<file path="src/rtl/pwm_duty_detect.sv">
// Measures high time, low time and period of one asynchronous PWM input, and flags
// a waveform stuck at 0% or 100% duty once TIMEOUT_CYCLES pass without an edge.
module pwm_duty_detect #(
    parameter int COUNT_WIDTH    = 32,
    parameter int TIMEOUT_CYCLES = 1000000,
    parameter int SYNC_STAGES    = 2
) (
    input  logic                   clk,
    input  logic                   reset,
    input  logic                   pwm_in,
    output logic [COUNT_WIDTH-1:0] high_time,
    output logic [COUNT_WIDTH-1:0] low_time,
    output logic [COUNT_WIDTH:0]   period,
    output logic                   valid,
    output logic                   stuck,
    output logic                   stuck_level
);
    typedef enum logic [1:0] {
        WAIT_RISE = 2'd0,
        HIGH      = 2'd1,
        LOW       = 2'd2
    } state_e;

    localparam logic [COUNT_WIDTH-1:0] CNT_MAX   = '1;
    localparam logic [COUNT_WIDTH-1:0] CNT_ONE   = COUNT_WIDTH'(1);
    localparam logic [COUNT_WIDTH-1:0] IDLE_LAST = COUNT_WIDTH'(TIMEOUT_CYCLES - 1);

    state_e                 state_q, state_d;
    logic [SYNC_STAGES-1:0] sync_q, sync_d;
    logic                   s_dly_q, s_dly_d;
    logic [COUNT_WIDTH-1:0] hi_cnt_q, hi_cnt_d;
    logic [COUNT_WIDTH-1:0] lo_cnt_q, lo_cnt_d;
    logic [COUNT_WIDTH-1:0] idle_cnt_q, idle_cnt_d;
    logic [COUNT_WIDTH-1:0] high_time_q, high_time_d;
    logic [COUNT_WIDTH-1:0] low_time_q, low_time_d;
    logic [COUNT_WIDTH:0]   period_q, period_d;
    logic                   valid_q, valid_d;
    logic                   stuck_q, stuck_d;
    logic                   stuck_level_q, stuck_level_d;

    logic s, rise, fall, timeout;

    assign s       = sync_q[SYNC_STAGES-1];
    assign rise    = s & ~s_dly_q;
    assign fall    = ~s & s_dly_q;
    assign timeout = ~(rise | fall) && (idle_cnt_q == IDLE_LAST);

    always_comb begin
        sync_d        = {sync_q[SYNC_STAGES-2:0], pwm_in};
        s_dly_d       = s;
        state_d       = state_q;
        hi_cnt_d      = hi_cnt_q;
        lo_cnt_d      = lo_cnt_q;
        idle_cnt_d    = idle_cnt_q;
        high_time_d   = high_time_q;
        low_time_d    = low_time_q;
        period_d      = period_q;
        valid_d       = 1'b0;
        stuck_d       = stuck_q;
        stuck_level_d = stuck_level_q;

        // idle counter parks at its last value so stuck stays asserted without wrapping
        if (rise || fall) begin
            idle_cnt_d = '0;
            stuck_d    = 1'b0;
        end else if (idle_cnt_q != IDLE_LAST) begin
            idle_cnt_d = idle_cnt_q + CNT_ONE;
        end

        case (state_q)
            WAIT_RISE: begin
                if (rise) begin
                    hi_cnt_d = CNT_ONE;
                    state_d  = HIGH;
                end
            end
            HIGH: begin
                if (fall) begin
                    lo_cnt_d = CNT_ONE;
                    state_d  = LOW;
                end else if (hi_cnt_q != CNT_MAX) begin
                    hi_cnt_d = hi_cnt_q + CNT_ONE;
                end
            end
            LOW: begin
                if (rise) begin
                    high_time_d = hi_cnt_q;
                    low_time_d  = lo_cnt_q;
                    period_d    = {1'b0, hi_cnt_q} + {1'b0, lo_cnt_q};
                    valid_d     = 1'b1;
                    hi_cnt_d    = CNT_ONE;
                    state_d     = HIGH;
                end else if (lo_cnt_q != CNT_MAX) begin
                    lo_cnt_d = lo_cnt_q + CNT_ONE;
                end
            end
            default: state_d = WAIT_RISE;
        endcase

        // a timeout abandons the partial period; measurement restarts on the next rise
        if (timeout) begin
            stuck_d       = 1'b1;
            stuck_level_d = s;
            state_d       = WAIT_RISE;
        end
    end

    always_ff @(posedge clk or negedge reset) begin
        if (!reset) begin
            state_q       <= WAIT_RISE;
            sync_q        <= '0;
            s_dly_q       <= 1'b0;
            hi_cnt_q      <= '0;
            lo_cnt_q      <= '0;
            idle_cnt_q    <= '0;
            high_time_q   <= '0;
            low_time_q    <= '0;
            period_q      <= '0;
            valid_q       <= 1'b0;
            stuck_q       <= 1'b0;
            stuck_level_q <= 1'b0;
        end else begin
            state_q       <= state_d;
            sync_q        <= sync_d;
            s_dly_q       <= s_dly_d;
            hi_cnt_q      <= hi_cnt_d;
            lo_cnt_q      <= lo_cnt_d;
            idle_cnt_q    <= idle_cnt_d;
            high_time_q   <= high_time_d;
            low_time_q    <= low_time_d;
            period_q      <= period_d;
            valid_q       <= valid_d;
            stuck_q       <= stuck_d;
            stuck_level_q <= stuck_level_d;
        end
    end

    assign high_time   = high_time_q;
    assign low_time    = low_time_q;
    assign period      = period_q;
    assign valid       = valid_q;
    assign stuck       = stuck_q;
    assign stuck_level = stuck_level_q;

endmodule

</file>
<file path="config.mk">
export PLATFORM = sky130hd
export DESIGN_NAME = pwm_duty_detect
export DESIGN_NICKNAME = d
export VERILOG_FILES = /design/src/rtl/pwm_duty_detect.sv
export SDC_FILE = /design/constraint.sdc
export NUM_CORES = 1
export LEC_CHECK = 0
export CAP_MARGIN = 20
export CORE_AREA = 2 2 167 169
export DETAILED_ROUTE_END_ITERATION = 12
export DIE_AREA = 0 0 169 171
export GPL_ROUTABILITY_DRIVEN = 0
export PLACE_DENSITY_LB_ADDON = 0.3
export SLEW_MARGIN = 40
export SYNTH_ARGS = -nofsm -noshare
export SYNTH_HDL_FRONTEND = slang
export SYNTH_SLANG_ARGS = --single-unit
</file>
<file path="constraint.sdc">
create_clock -name clk -period 3.3 [get_ports clk]
set_input_delay 0.66 -clock clk [delete_from_list [all_inputs] [get_ports clk]]
set_output_delay 0.66 -clock clk [all_outputs]
set_load 0.01 [all_outputs]
</file>
=== Yosys cells after proc, flatten, opt, wreduce, memory -nomap -nowiden ===
Cells that the tools add are included.

* Flip-flop bits (word level): 201
* Output and inout bits: 100
* Word-level logic and storage cells: 66

* $add $sub $neg: 4
* Equal/unequal tests: 14
* Multiplexer cells: 18
* Bitwise gates (word level): 6
* Reductions and logical operators: 12

{| class="wikitable"
|+ Operators by type and width
! operator !! count
|-
| 32-bit 2-to-1 mux || 8
|-
| 32-bit case mux with 2 select lines || 2
|-
| 32-bit by 1-bit adder with 32-bit output (second input constant) || 3
|-
| 32-bit != test (second input constant) || 2
|-
| 32-bit by 32-bit adder with 33-bit output || 1
|-
| 32-bit by 20-bit equality test with 1-bit output (second input constant) || 1
|-
| 32-bit by 20-bit != test with 1-bit output (second input constant) || 1
|-
| 2-bit != test (second input constant) || 5
|-
| 4-bit AND reduction || 2
|-
| 2-bit nonzero test || 4
|-
| 2-bit 2-to-1 mux || 3
|-
| 1-bit 2-to-1 mux || 4
|-
| 2-bit case mux with 2 select lines || 1
|-
| 2-bit AND reduction || 2
|-
| 3-bit by 1-bit != test with 1-bit output (second input constant) || 1
|-
| 3-bit != test (second input constant) || 1
|-
| 1-bit inverter || 3
|-
| 1-bit AND || 2
|-
| 2-bit by 1-bit equality test with 1-bit output (second input constant) || 1
|-
| 2-bit equality test (second input constant) || 1
|-
| 2-bit zero test || 1
|-
| 2-bit by 1-bit != test with 1-bit output (second input constant) || 1
|-
| 2-bit OR reduction || 1
|-
| 1-bit logical AND || 1
|-
| other kinds (2) || 2
|}

=== Depth between registers and ports, before layout ===
Gate-level depths: netlist (run 1).

* Depth after elaboration: 7
* Depth in mapped cells: 10
* Mapped depth without buffers: 9

=== Least setup slack after synthesis (run 1) ===
OpenSTA, ideal clock, no wires.

* Path type: register to register
* From: register hi_cnt_q[0]
* To: register period_q[16], in the netlist period[16]
* Library setup time: 0.130 ns
* Arrival: 2.502 ns
* Data required time: 3.170 ns
* Path slack: 0.668 ns
* Stages on the path, launching flop included: 10
* Buffers on the path: 0
* Cell sequence: dfrtp_1 -> ha_1 -> fa_1 -> a211oi_1 -> o21bai_1 -> a211o_1 -> and2_1 -> a311oi_1 -> xor2_1 -> o21ai_1

* Cells in the longest elaborated chain, start to end: 1

{| class="wikitable"
|+ Ends and longest elaborated chain
! element !! RTL line !! RTL
|-
| from (decl) || 31 || <nowiki>logic [COUNT_WIDTH-1:0] hi_cnt_q, hi_cnt_d;</nowiki>
|-
| from (signal assigned) || 126 || <nowiki>hi_cnt_q <= hi_cnt_d;</nowiki>
|-
| 32-bit by 32-bit adder with 33-bit output || 89 || <nowiki>period_d = {1'b0, hi_cnt_q} + {1'b0, lo_cnt_q};</nowiki>
|-
| to (signal assigned) || 131 || <nowiki>period_q <= period_d;</nowiki>
|-
| to (decl) || 36 || <nowiki>logic [COUNT_WIDTH:0] period_q, period_d;</nowiki>
|}

No other way between the ends.
A chain may end at the register's enable or synchronous reset.

=== Worst setup path after layout (run 1) ===
* From: register lo_cnt_q[0]
* To: register period_q[16], in the netlist period[16]

* Cells in the longest elaborated chain, start to end: 1

{| class="wikitable"
|+ Ends and longest elaborated chain
! element !! RTL line !! RTL
|-
| from (decl) || 32 || <nowiki>logic [COUNT_WIDTH-1:0] lo_cnt_q, lo_cnt_d;</nowiki>
|-
| from (signal assigned) || 127 || <nowiki>lo_cnt_q <= lo_cnt_d;</nowiki>
|-
| 32-bit by 32-bit adder with 33-bit output || 89 ||
|}

No other way between the ends.

==> results of run 1 <==
-- power by group --
| part | internal (W) | total (W) | switching [W] | leakage, nW |
|---|---|---|---|---|
| clock network | 0.00152 | 0.00256 | 0.00104 | 0.372 |
| registers | 0.00257 | 0.00269 | 0.000121 | 2.78 |
| logic | 0.000283 | 0.000677 | 0.000395 | 2.82 |
| total | 0.00437 | 0.00593 | 0.00155 | 5.97 |
-- cell usage after synthesis, types with 3 or more instances --
cell        n
nand3_1    48
o211ai_1    7
xor2_1     39
a21oi_1    50
and4_1     11
inv_1      25
nand2b_1    5
or2_2       3
ha_1       37
nor2b_1     8
o21ai_1    16
or3_1      19
o21a_1      6
and2_1     35
nor3_1     14
nor2_1     80
a21boi_1    5
o21ai_0    57
dfrtp_1   201
mux2i_1     4
nand2_1   276
and3_1     22
o21bai_1    4
a31oi_1     6
nor3b_1     3
xnor2_1    53
a21boi_0    3
nor4_1      9
a211oi_1    5
a21o_1     16
nand4_1    26
clkbuf_1   38
-- worst max-delay path: cells and delay by family (launching register included) --
kind	cells	cell delay, ns
AND/OR/NAND/NOR	1	0.21
adder cells (fa/ha/maj)	2	0.67
XOR/XNOR	1	0.17
flip-flops	1	0.45
AO/OA/AOI/OAI	5	1.34
-- cells by family after synthesis --
family          share of synthesized area (%)
buf+inv                                  2.46
compound gates                           12.2
simple gates                             25.5
fa+ha+maj                                4.54
flops                                    47.2
xor+xnor                                 7.57
mux                                     0.482
-- flip-flops by register name (all words and copies together) (netlist names) --
name and cells:
period 33, hi_cnt_q 32, high_time 32, idle_cnt_q 32, lo_cnt_q 32, low_time 32, state_q 2, sync_q 2
s_dly_q 1, stuck 1, stuck_level 1, valid 1
-- routing by layer --
| metal | up-vias | routed length [um] |
|---|---|---|
| met1 | 4063 | 12700 |
| met4 | 0 | 733 |
| met2 | 185 | 12700 |
| li1 | 4275 | - |
| met3 | 41 | 1080 |
| met5 | - | 0 |
-- metrics by stage --
step / utilization, % / hold WS (ns)
after floorplan: - / 0.331
after global placement: 44.2 / 0.335
after detailed placement: 44.2 / 0.335
after CTS: 47.0 / 0.194
after global routing: 47.1 / 0.206
final: 47.1 / 0.175
-- worst min path at each step --
stage	startpoint	endpoint	slack, ns	depth (start not counted)
floorplan	sync_q[0]	sync_q[1]	0.33	0
global placement	sync_q[0]	sync_q[1]	0.34	0
detailed placement	sync_q[0]	sync_q[1]	0.33	0
CTS	reset	high_time[21]	0.19	1
global route	reset	high_time[21]	0.21	1
finish	reset	valid	0.17	1
-- final cells by class --
cell class | count | area (um2) | area share, %
Clock buffer | 33 | 683 | 5.31
Tap cell | 346 | 433 | 3.37
Timing Repair Buffer | 114 | 1160 | 9.06
Clock inverter | 9 | 81.3 | 0.632
Multi-Input combinational cell | 912 | 5370 | 41.8
Sequential cell | 201 | 5030 | 39.1
Inverter | 25 | 93.8 | 0.730
==> metrics.yaml, run 1 <==
detailed_routing:
  detail_route.wl_per_cell_um: 16.6
  antenna_left: 0
  routed_wirelength_um: 27200
  remaining_drc_errors: 0
  drt-vias-per-instance: 5.22
  initialDrtViolationCount: 578
  vias: 8564
  drt_first_pass_iters: 7
timing:
  max_freq_mhz: 338
  timing.final.crit_period_ns: 2.96
  setup_total_negative_slack_ns: 0
  timing_max_transition_violations_final: 0
  report.final.setup_viol: 0
  transition_time_at_the_pin_with_the_least_slew_margin_ns: 0.629
  grt_setup_unrepaired: "false"
  hold_viol_final: 0
  slew_headroom_pct: 58.1
  worst_clock_skew_ns: 0.0148
  timing.final.ws_setup_ns: 0.343
  part_of_the_cycle_the_worst_path_needs_pct: 89.6
critical_path:
  capturing_element_type_of_the_critical_path: "flop"
  critical_path_required_ns: 3.68
  rr_startpoint: "lo_cnt_q[0]"
  endpoint: "period[16]"
  critPathLaunch: "lo_cnt_q[0]"
  timing.critical_path.fanout_max: 6
  cpMaxStageDelayCell: "dfrtp_1"
  cp_cell_sequence: "ha_1 > fa_1 > a211oi_1 > o21bai_1 > a211o_1 > and2_1 > a311oi_1 > xor2_1 > o21ai_1"
  worst-setup-path-type: "flop to flop"
  critPathLaunchType: "flop"
  max_stage_delay_ns: 0.45
  worstReg2RegEnd: "period[16]"
  critical_path_arrival_ns: 3.34
  setup.reg_to_reg.worst_slack_ns: 0.34
  rr_worst_depth: 9
logic_synthesis:
  yosysWarnings: 0
  synthDistinctLibCells: 70
  synth_seq_cells: 201
  synthArstFlopShare_pct: 100
  syn-num-nets: 1222
  syn_area_mm2: 0.0106
  synth_ff_type: "dfrtp_1"
  synth_largest_area_cell: "dfrtp_1"
  synth-edff-count: 0
  syn-mean-instance-area_um2: 9.01
  ys_seq_area_share_pct: 47.2
  yosysTopAreaCellShare_pct: 47.2
  synth_cells: 1181
  synth.area.top_cells: "dfrtp_1 47%, nand2_1 9.7%, xnor2_1 4.4%"
global_routing:
  grt_start_max_net_pins: 136
  antenna_found_initial: 0
  gr-usage-met1_pct: 26.4
  global_route_usage_sum_pct: 19.3
  grt_pass1_wl_um: 44700
  grt_overflow_total: 0
  global_route.peak_usage_layer: "met2"
  globalRouteMet3Util_pct: 2.82
  number_of_global_route_vias_before_repair: 8441
  grtUsageMet2_pct: 31.8
cts:
  cts_tree: "yes"
  numCtsBuffers: 23
  ctsLongestPathBuffers: 3
  clock-root-buffer: "clkbuf_16"
  clk_transition_reported_paths_ns: 0.07
  clk_latency_ns: 0.52
  clock_tree.htree_level_count: 1
  post_cts_resize_count: 0
  postCtsSetupBuffers: 0
  postCtsHoldBufs: 0
  cts.sinks: 201
layout:
  finalNonFillerCells: 1640
  design.final.nets: 1318
  drive_above_1_share_pct: 5.95
  final.fill_count: 2637
  synthesis_to_layout_area_growth_pct: 20.8
  layout.cells.most_common: "nand2_1"
  layout.cells.most_common_list: "275 x nand2_1, 201 x dfrtp_1, 101 x clkdlybuf4s50_1, 80 x nor2_1, 57 x o21ai_0"
  antennaDiodeCount: 0
  finish.instance_area_mm2: 0.0129
die:
  initial_core_util_pct: 39.0
  pin_count: 103
  fp.dieH_um: 171
  die_x_um: 169
  dieArea_mm2: 0.0289
  coreArea_mm2: 0.0273
  fp-row-count: 61
place:
  dp_cell_count: 1598
  place_worst_setup_slack_ns: 0.378
  hpwlAfterDp_um: 19600
  placement.io_buffers: 102
  instance_area_at_placement_mm2: 0.0121
run:
  cap_violations: 0
hold_path:
  worst_hold_path_type: "input pin to asynchronous set/reset pin"
power_and_ir_drop:
  static-leakage-power_nw: 5.97
  pwr_density_cell_mw_per_mm2: 461
  total_power_w: 0.00593
  ir_drop_mv: 0.308
outcome:
  run_status: "finished clean"
Power figures use the tool's default switching activity.
==> run 2, diff against run 1 <==
Settings changed: ABC_CLOCK_PERIOD_IN_PS set to 3300.
==> results of run 2 <==
No change in the layout: final DEF, timing and power equal those of run 1.
